File: src/rtl/pwm_pkg.sv
// Shared types and constants for the PWM generator: ratio width, period
// length and ramp FSM state encoding.
package pwm_pkg;

  localparam int RATIO_W = 8;

  typedef logic [RATIO_W-1:0] ratio_t;

  localparam ratio_t PWM_CNT_MAX = 8'd254;

  typedef enum logic {
    IDLE = 1'b0,
    RAMP = 1'b1
  } state_e;

endpackage : pwm_pkg

File: src/rtl/pwm_gen_if.sv
// Control/status bundle between pwm_ctrl (master) and pwm_gen (slave).
interface pwm_gen_if;
  import pwm_pkg::*;

  logic   pwm_enable;
  logic   pwm_update;
  ratio_t pwm_ratio;
  logic   pwm_done;
  logic   pwm_signal;
  ratio_t applied_ratio;

  modport master (
    output pwm_enable,
    output pwm_update,
    output pwm_ratio,
    input  pwm_done,
    input  pwm_signal,
    input  applied_ratio
  );

  modport slave (
    input  pwm_enable,
    input  pwm_update,
    input  pwm_ratio,
    output pwm_done,
    output pwm_signal,
    output applied_ratio
  );

endinterface : pwm_gen_if

File: src/rtl/pwm_tick_gen.sv
// Prescaler: one-cycle tick every PRESCALE clocks, held at zero while clear is high.
module pwm_tick_gen #(
  parameter int PRESCALE = 4
) (
  input  logic clock,
  input  logic reset_n,
  input  logic clear,
  output logic tick
);

  localparam int W = (PRESCALE > 1) ? $clog2(PRESCALE) : 1;
  localparam logic [W-1:0] LAST = W'(PRESCALE - 1);

  logic [W-1:0] pre_q, pre_d;

  always_comb begin
    tick  = !clear && (pre_q == LAST);
    pre_d = pre_q + 1'b1;
    if (clear || tick) begin
      pre_d = '0;
    end
  end

  always_ff @(posedge clock or negedge reset_n) begin
    if (!reset_n) begin
      pre_q <= '0;
    end else begin
      pre_q <= pre_d;
    end
  end

endmodule : pwm_tick_gen

File: src/rtl/pwm_gen.sv
// Motor PWM generator: 255-tick period, duty slew-limited to RAMP_STEP per
// period, with a one-cycle done pulse once the requested ratio is in effect.
//
// state | meaning
// IDLE  | applied duty settled, waiting for a request
// RAMP  | stepping applied duty toward target at each period end
module pwm_gen
  import pwm_pkg::*;
#(
  parameter int PRESCALE  = 4,
  parameter int RAMP_STEP = 8
) (
  input logic        clock,
  input logic        reset_n,
  pwm_gen_if.slave   bus
);

  localparam logic [RATIO_W:0] STEP9 = (RATIO_W + 1)'(RAMP_STEP);

  logic   tick;
  logic   period_end;
  logic   enable;

  state_e state_q, state_d;
  ratio_t cnt_q, cnt_d;
  ratio_t target_q, target_d;
  ratio_t applied_q, applied_d;
  logic   done_q, done_d;
  logic   sig_q, sig_d;

  logic             up;
  logic [RATIO_W:0] mag;

  assign enable = bus.pwm_enable;

  pwm_tick_gen #(.PRESCALE(PRESCALE)) u_tick (
    .clock   (clock),
    .reset_n (reset_n),
    .clear   (!enable),
    .tick    (tick)
  );

  assign period_end = tick && (cnt_q == PWM_CNT_MAX);

  always_comb begin
    cnt_d = cnt_q;
    if (!enable) begin
      cnt_d = '0;
    end else if (tick) begin
      cnt_d = (cnt_q == PWM_CNT_MAX) ? '0 : cnt_q + 1'b1;
    end
  end

  // Unsigned 9-bit magnitude avoids any wrap when stepping toward target.
  always_comb begin
    up  = target_q >= applied_q;
    mag = up ? ({1'b0, target_q} - {1'b0, applied_q})
             : ({1'b0, applied_q} - {1'b0, target_q});
  end

  always_comb begin
    state_d   = state_q;
    target_d  = target_q;
    applied_d = applied_q;
    done_d    = 1'b0;
    sig_d     = enable && (cnt_q < applied_q);

    if (!enable) begin
      state_d   = IDLE;
      applied_d = '0;
    end else begin
      case (state_q)
        IDLE: begin
          if (bus.pwm_update) begin
            target_d = bus.pwm_ratio;
            state_d  = RAMP;
          end
        end
        RAMP: begin
          if (period_end) begin
            if (mag <= STEP9) begin
              applied_d = target_q;
              if (!bus.pwm_update) begin
                done_d  = 1'b1;
                state_d = IDLE;
              end
            end else if (up) begin
              applied_d = applied_q + RATIO_W'(RAMP_STEP);
            end else begin
              applied_d = applied_q - RATIO_W'(RAMP_STEP);
            end
          end
          // A retarget supersedes the old request; its step above still used the old target.
          if (bus.pwm_update) begin
            target_d = bus.pwm_ratio;
          end
        end
        default: state_d = IDLE;
      endcase
    end
  end

  always_ff @(posedge clock or negedge reset_n) begin
    if (!reset_n) begin
      state_q   <= IDLE;
      cnt_q     <= '0;
      target_q  <= '0;
      applied_q <= '0;
      done_q    <= 1'b0;
      sig_q     <= 1'b0;
    end else begin
      state_q   <= state_d;
      cnt_q     <= cnt_d;
      target_q  <= target_d;
      applied_q <= applied_d;
      done_q    <= done_d;
      sig_q     <= sig_d;
    end
  end

  assign bus.pwm_done      = done_q;
  assign bus.pwm_signal    = sig_q;
  assign bus.applied_ratio = applied_q;

endmodule : pwm_gen
File: src/flat_wrapper.sv
// flat-port wrapper written by rule: the top's interface ports become plain ports
module pwm_gen_flat import pwm_pkg::*;
#(
  parameter int PRESCALE  = 4,
  parameter int RAMP_STEP = 8
)
  (clock, reset_n, bus_pwm_enable, bus_pwm_update, bus_pwm_ratio, bus_pwm_done, bus_pwm_signal, bus_applied_ratio);
  pwm_gen_if bus_i ();
  input logic clock;
  input logic reset_n;
  input wire logic [$bits(bus_i.pwm_enable)-1:0] bus_pwm_enable;
  input wire logic [$bits(bus_i.pwm_update)-1:0] bus_pwm_update;
  input wire logic [$bits(bus_i.pwm_ratio)-1:0] bus_pwm_ratio;
  output wire logic [$bits(bus_i.pwm_done)-1:0] bus_pwm_done;
  output wire logic [$bits(bus_i.pwm_signal)-1:0] bus_pwm_signal;
  output wire logic [$bits(bus_i.applied_ratio)-1:0] bus_applied_ratio;
  assign bus_i.pwm_enable = bus_pwm_enable;
  assign bus_i.pwm_update = bus_pwm_update;
  assign bus_i.pwm_ratio = bus_pwm_ratio;
  assign bus_pwm_done = bus_i.pwm_done;
  assign bus_pwm_signal = bus_i.pwm_signal;
  assign bus_applied_ratio = bus_i.applied_ratio;
  pwm_gen #(.PRESCALE(PRESCALE), .RAMP_STEP(RAMP_STEP)) u_core (.clock(clock), .reset_n(reset_n), .bus(bus_i));
endmodule
File: config.mk
export PLATFORM = sky130hd
export DESIGN_NAME = pwm_gen_flat
export DESIGN_NICKNAME = d
export VERILOG_FILES = /design/src/rtl/pwm_pkg.sv /design/src/rtl/pwm_gen_if.sv /design/src/rtl/pwm_tick_gen.sv /design/src/rtl/pwm_gen.sv /design/src/flat_wrapper.sv
export SDC_FILE = /design/constraint.sdc
export NUM_CORES = 1
export LEC_CHECK = 0
export BUFFER_PORTS_ARGS = -buffer_cell sky130_fd_sc_hd__clkbuf_2
export CAP_MARGIN = 10
export CORE_ASPECT_RATIO = 1.2
export CORE_UTILIZATION = 40
export CTS_BUF_LIST = sky130_fd_sc_hd__clkbuf_8
export DETAILED_ROUTE_END_ITERATION = 7
export GPL_ROUTABILITY_DRIVEN = 0
export MAX_ROUTING_LAYER = met4
export PLACE_DENSITY = 0.59
export SYNTH_ARGS = -nofsm -noshare
export SYNTH_HDL_FRONTEND = slang
export SYNTH_SLANG_ARGS = --single-unit
File: constraint.sdc
create_clock -name clock -period 4.8 [get_ports clock]
set_input_delay 0.24 -clock clock [delete_from_list [all_inputs] [get_ports clock]]
set_output_delay 0.24 -clock clock [all_outputs]
set_load 0.05 [all_outputs]
==> results.py <==
metrics = {
    "job": {
        "maxCapViolCount": 0,
    },
    "layout": {
        "fin_nets": 325,
        "final_area_um2": 2671,
        "fin_util_pct": 46.82,
        "antennaDiodeCount": 0,
        "multi_input_area_um2": 1560,
        "fillCellCount": 592,
        "drive_above_1_share_pct": 13.73,
        "syn2layout_area_growth_pct": 11.20,
        "register_area_um2": 725.7,
    },
    "sta": {
        "timing.final.crit_period_ns": 3.500,
        "clock-skew-final_ns": 0.007754,
        "report.final.slew_viol_count": 0,
        "period_share_pct": 72.92,
        "relSlewSlack_pct": 31.46,
        "max_freq_ghz": 0.2857,
        "worst_pin_slew_ns": 1.024,
        "rsz0062_at_grt": "false",
        "setup_viol": 0,
        "hold_viol_final": 0,
        "setup_tns_ns": 0,
        "fin_ws_ns": 1.300,
    },
    "place": {
        "hpwl_um": 4326,
        "io_buffers": 21,
        "place_area_um2": 2570,
        "pre_cts_slack_ns": 1.314,
    },
    "yosys": {
        "synth_top_cell_area_share_pct": 30.21,
        "syn_area_per_cell_um2": 9.100,
        "ys_warn_count": 0,
        "postSynth.topFlopCell": "dfrtp_1",
        "seq_area_frac_synth_pct": 30.21,
        "synth_area_um2": 2402,
        "ys_ff_latch": 29,
        "synth_largest_area_cell": "dfrtp_1",
        "yosysUniqueCellTypes": 47,
        "synthesis.nets": 306,
        "synthCells": 264,
        "synth_edf_count": 0,
        "synth_area_leaders": "dfrtp_1 (30%), ha_1 (15%), a21o_1 (5.0%)",
        "ys_async_sr_fraction_pct": 100.0,
    },
    "routing": {
        "via_count": 2029,
        "wl_per_cell_um": 15.54,
        "drt_iter0_drc": 69,
        "drtPass1Iterations": 4,
        "vias_per_cell": 5.574,
        "routed_wirelength_um": 5657,
        "antenna_left": 0,
        "route.detailed.drc": 0,
    },
    "clock_network": {
        "cts_num_sinks": 29,
        "path_clk_slew_ns": 0.07,
        "cts_max_level": 2,
        "cts_buffers": 5,
        "ctsResizeCount": 0,
        "cts-root-buf": "clkbuf_8",
        "hold_buffers": 0,
        "clk_latency_ns": 0.28,
        "cts.path.max_buffers": 2,
        "post_cts_buffers": 0,
        "cts_tree": "yes",
    },
    "critical_path": {
        "arrival_ns": 3.65,
        "critPathMaxFanout": 8,
        "crit_buf_inv": 1,
        "crit_type": "reg -> reg",
        "worstSetupEndpointType": "flop",
        "critPathTopFamily": "compound AO/OA/AOI/OAI gates",
        "slowest_delay_ns": 0.53,
        "crit_slowest_cell": "a221oi_4",
        "worstPathCellList": "inv_1 > ha_1 > and2_4 > and3_1 > a21o_1 > nor2_1 > o2111ai_1 > a221oi_4 > o21a_2 > o311ai_1",
        "crit_required_ns": 4.95,
        "start_kind": "flop",
    },
    "power_and_ir_drop": {
        "power_leakage_nw": 1.240,
        "ir_drop_mv": 0.1937,
        "p_per_area_nw_per_um2": 270.9,
    },
    "global_route": {
        "grt_pass1_wl_um": 9791,
        "grt_pass1_vias": 2014,
        "overflow": 0,
        "antenna_found_initial": 0,
        "grt_max_degree": 30,
        "grtUsageTotal_pct": 20.65,
    },
    "die": {
        "ios": 22,
        "die_area_um2": 6321,
        "die_h_um": 86.90,
        "start_util_pct": 42.11,
        "core-area_um2": 5705,
        "rows": 30,
        "fp.dieW_um": 72.75,
    },
    "min_path": {
        "hold_path.class": "in -> async",
    },
    "outcome": {
        "status": "finished clean",
    },
}
## area by class of cell
type | count | area share, %
Multi-Input combinational cell | 205 | 58.41
Sequential cell | 29 | 27.17
Timing Repair Buffer | 21 | 3.934
Tap cell | 80 | 3.747
Clock buffer | 7 | 3.607
Inverter | 21 | 2.951
Clock inverter | 1 | 0.1874
## final timing paths
path                            slack [ns]                          end  cells past startpoint                        start
max in group asynchronous             4.30  u_core.bus.applied_ratio[0]                      1                      reset_n
worst min-delay path                  0.02  u_core.bus.applied_ratio[2]                      1                      reset_n
worst max-delay path                  1.30  u_core.bus.applied_ratio[5]                     10  u_core.bus.applied_ratio[3]
worst max register to register        1.30  u_core.bus.applied_ratio[5]                     10  u_core.bus.applied_ratio[3]
worst min register to register        0.44       u_core.u_tick.pre_q[0]                      1       u_core.u_tick.pre_q[0]
min in group clock                    0.13          u_core.bus.pwm_done                      2               bus_pwm_update
## routing by layer
metal | share of wire (%) | GRT usage, %
met5 | 0 | -
met4 | 2.2 | 8.734
met3 | 2.1 | 2.778
met2 | 49 | 32.54
met1 | 47 | 26.61
## cells by family (layout without fill, tap and decap cells)
kind of cell               count (synthesis)  count (layout)  share of synthesized area (%)
and+or+nand+nor                           77              77                          16.62
AOI/OAI and AO/OA                         85              85                          26.62
muxes                                      5               5                          2.083
adders and majority gates                 30              30                          15.94
xor gates and xnor gates                   8               8                          3.698
buffers and inverters                     30              50                          4.844
DFF                                       29              29                          30.21
## worst reg2reg max path, cell delays in order, from the launching register on
cell and delay, ns:
dfrtp_1 0.51, inv_1 0.12, ha_1 0.43, and2_4 0.23, and3_1 0.19, a21o_1 0.23, nor2_1 0.46, o2111ai_1 0.28
a221oi_4 0.54, o21a_2 0.28, o311ai_1 0.12
## per-stage QoR
| step | power (W) | hold WS, ns | instances |
|---|---|---|---|
| final | 0.0007236 | 0.02218 | 364 |
| after CTS | 0.0007282 | 0.05126 | 364 |
| after detailed placement | 0.0004975 | 0.3581 | 356 |
| after global placement | 0.0004966 | 0.3576 | 356 |
| after global routing | 0.0007655 | 0.07972 | 364 |
| after floorplan | 0.0004467 | -0.05559 | 264 |
## synth_stat cells, types with 2 or more instances
library cell / n
a21o_1: 16
nand3_1: 14
nand2b_1: 8
o2111ai_1: 6
a21oi_1: 8
o21ai_0: 23
xnor2_1: 4
a221o_1: 3
o311ai_1: 3
buf_2: 3
xor2_1: 3
clkbuf_1: 5
and2_1: 2
nor3_1: 2
nor2b_1: 6
inv_1: 21
mux2i_1: 5
a221oi_1: 2
nand2_1: 21
ha_1: 29
o211ai_1: 4
and2_4: 2
o31ai_1: 4
dfrtp_1: 29
and3_1: 4
a31oi_1: 4
nor2_1: 12
a2111o_1: 2
## where the power goes
part           internal, W  switching [W]
clock             0.000130      0.0000977
combinational    0.0000870       0.000143
sequential        0.000257     0.00000939
## placed cells by master, fill, tap and decap left out, drive strengths merged, types with 5 or more instances in the layout
master and instances:
ha 29, nor2 12, o211ai 5, a21oi 9
nor2b 6, inv 21, nand2b 8, and2 5
mux2i 5, o2111ai 6, clkbuf 28, a21o 16
nand3 14, dfrtp 29, nand2 21, o21ai 24
## state kept, by name, indices dropped and copies added (netlist names)
register / count
u_core.cnt_q: 8
u_core.bus.applied_ratio: 8
u_core.state_q: 1
u_core.target_q: 8
u_core.u_tick.pre_q: 2
u_core.bus.pwm_done: 1
u_core.bus.pwm_signal: 1
(Power assumes the default switching activity.)
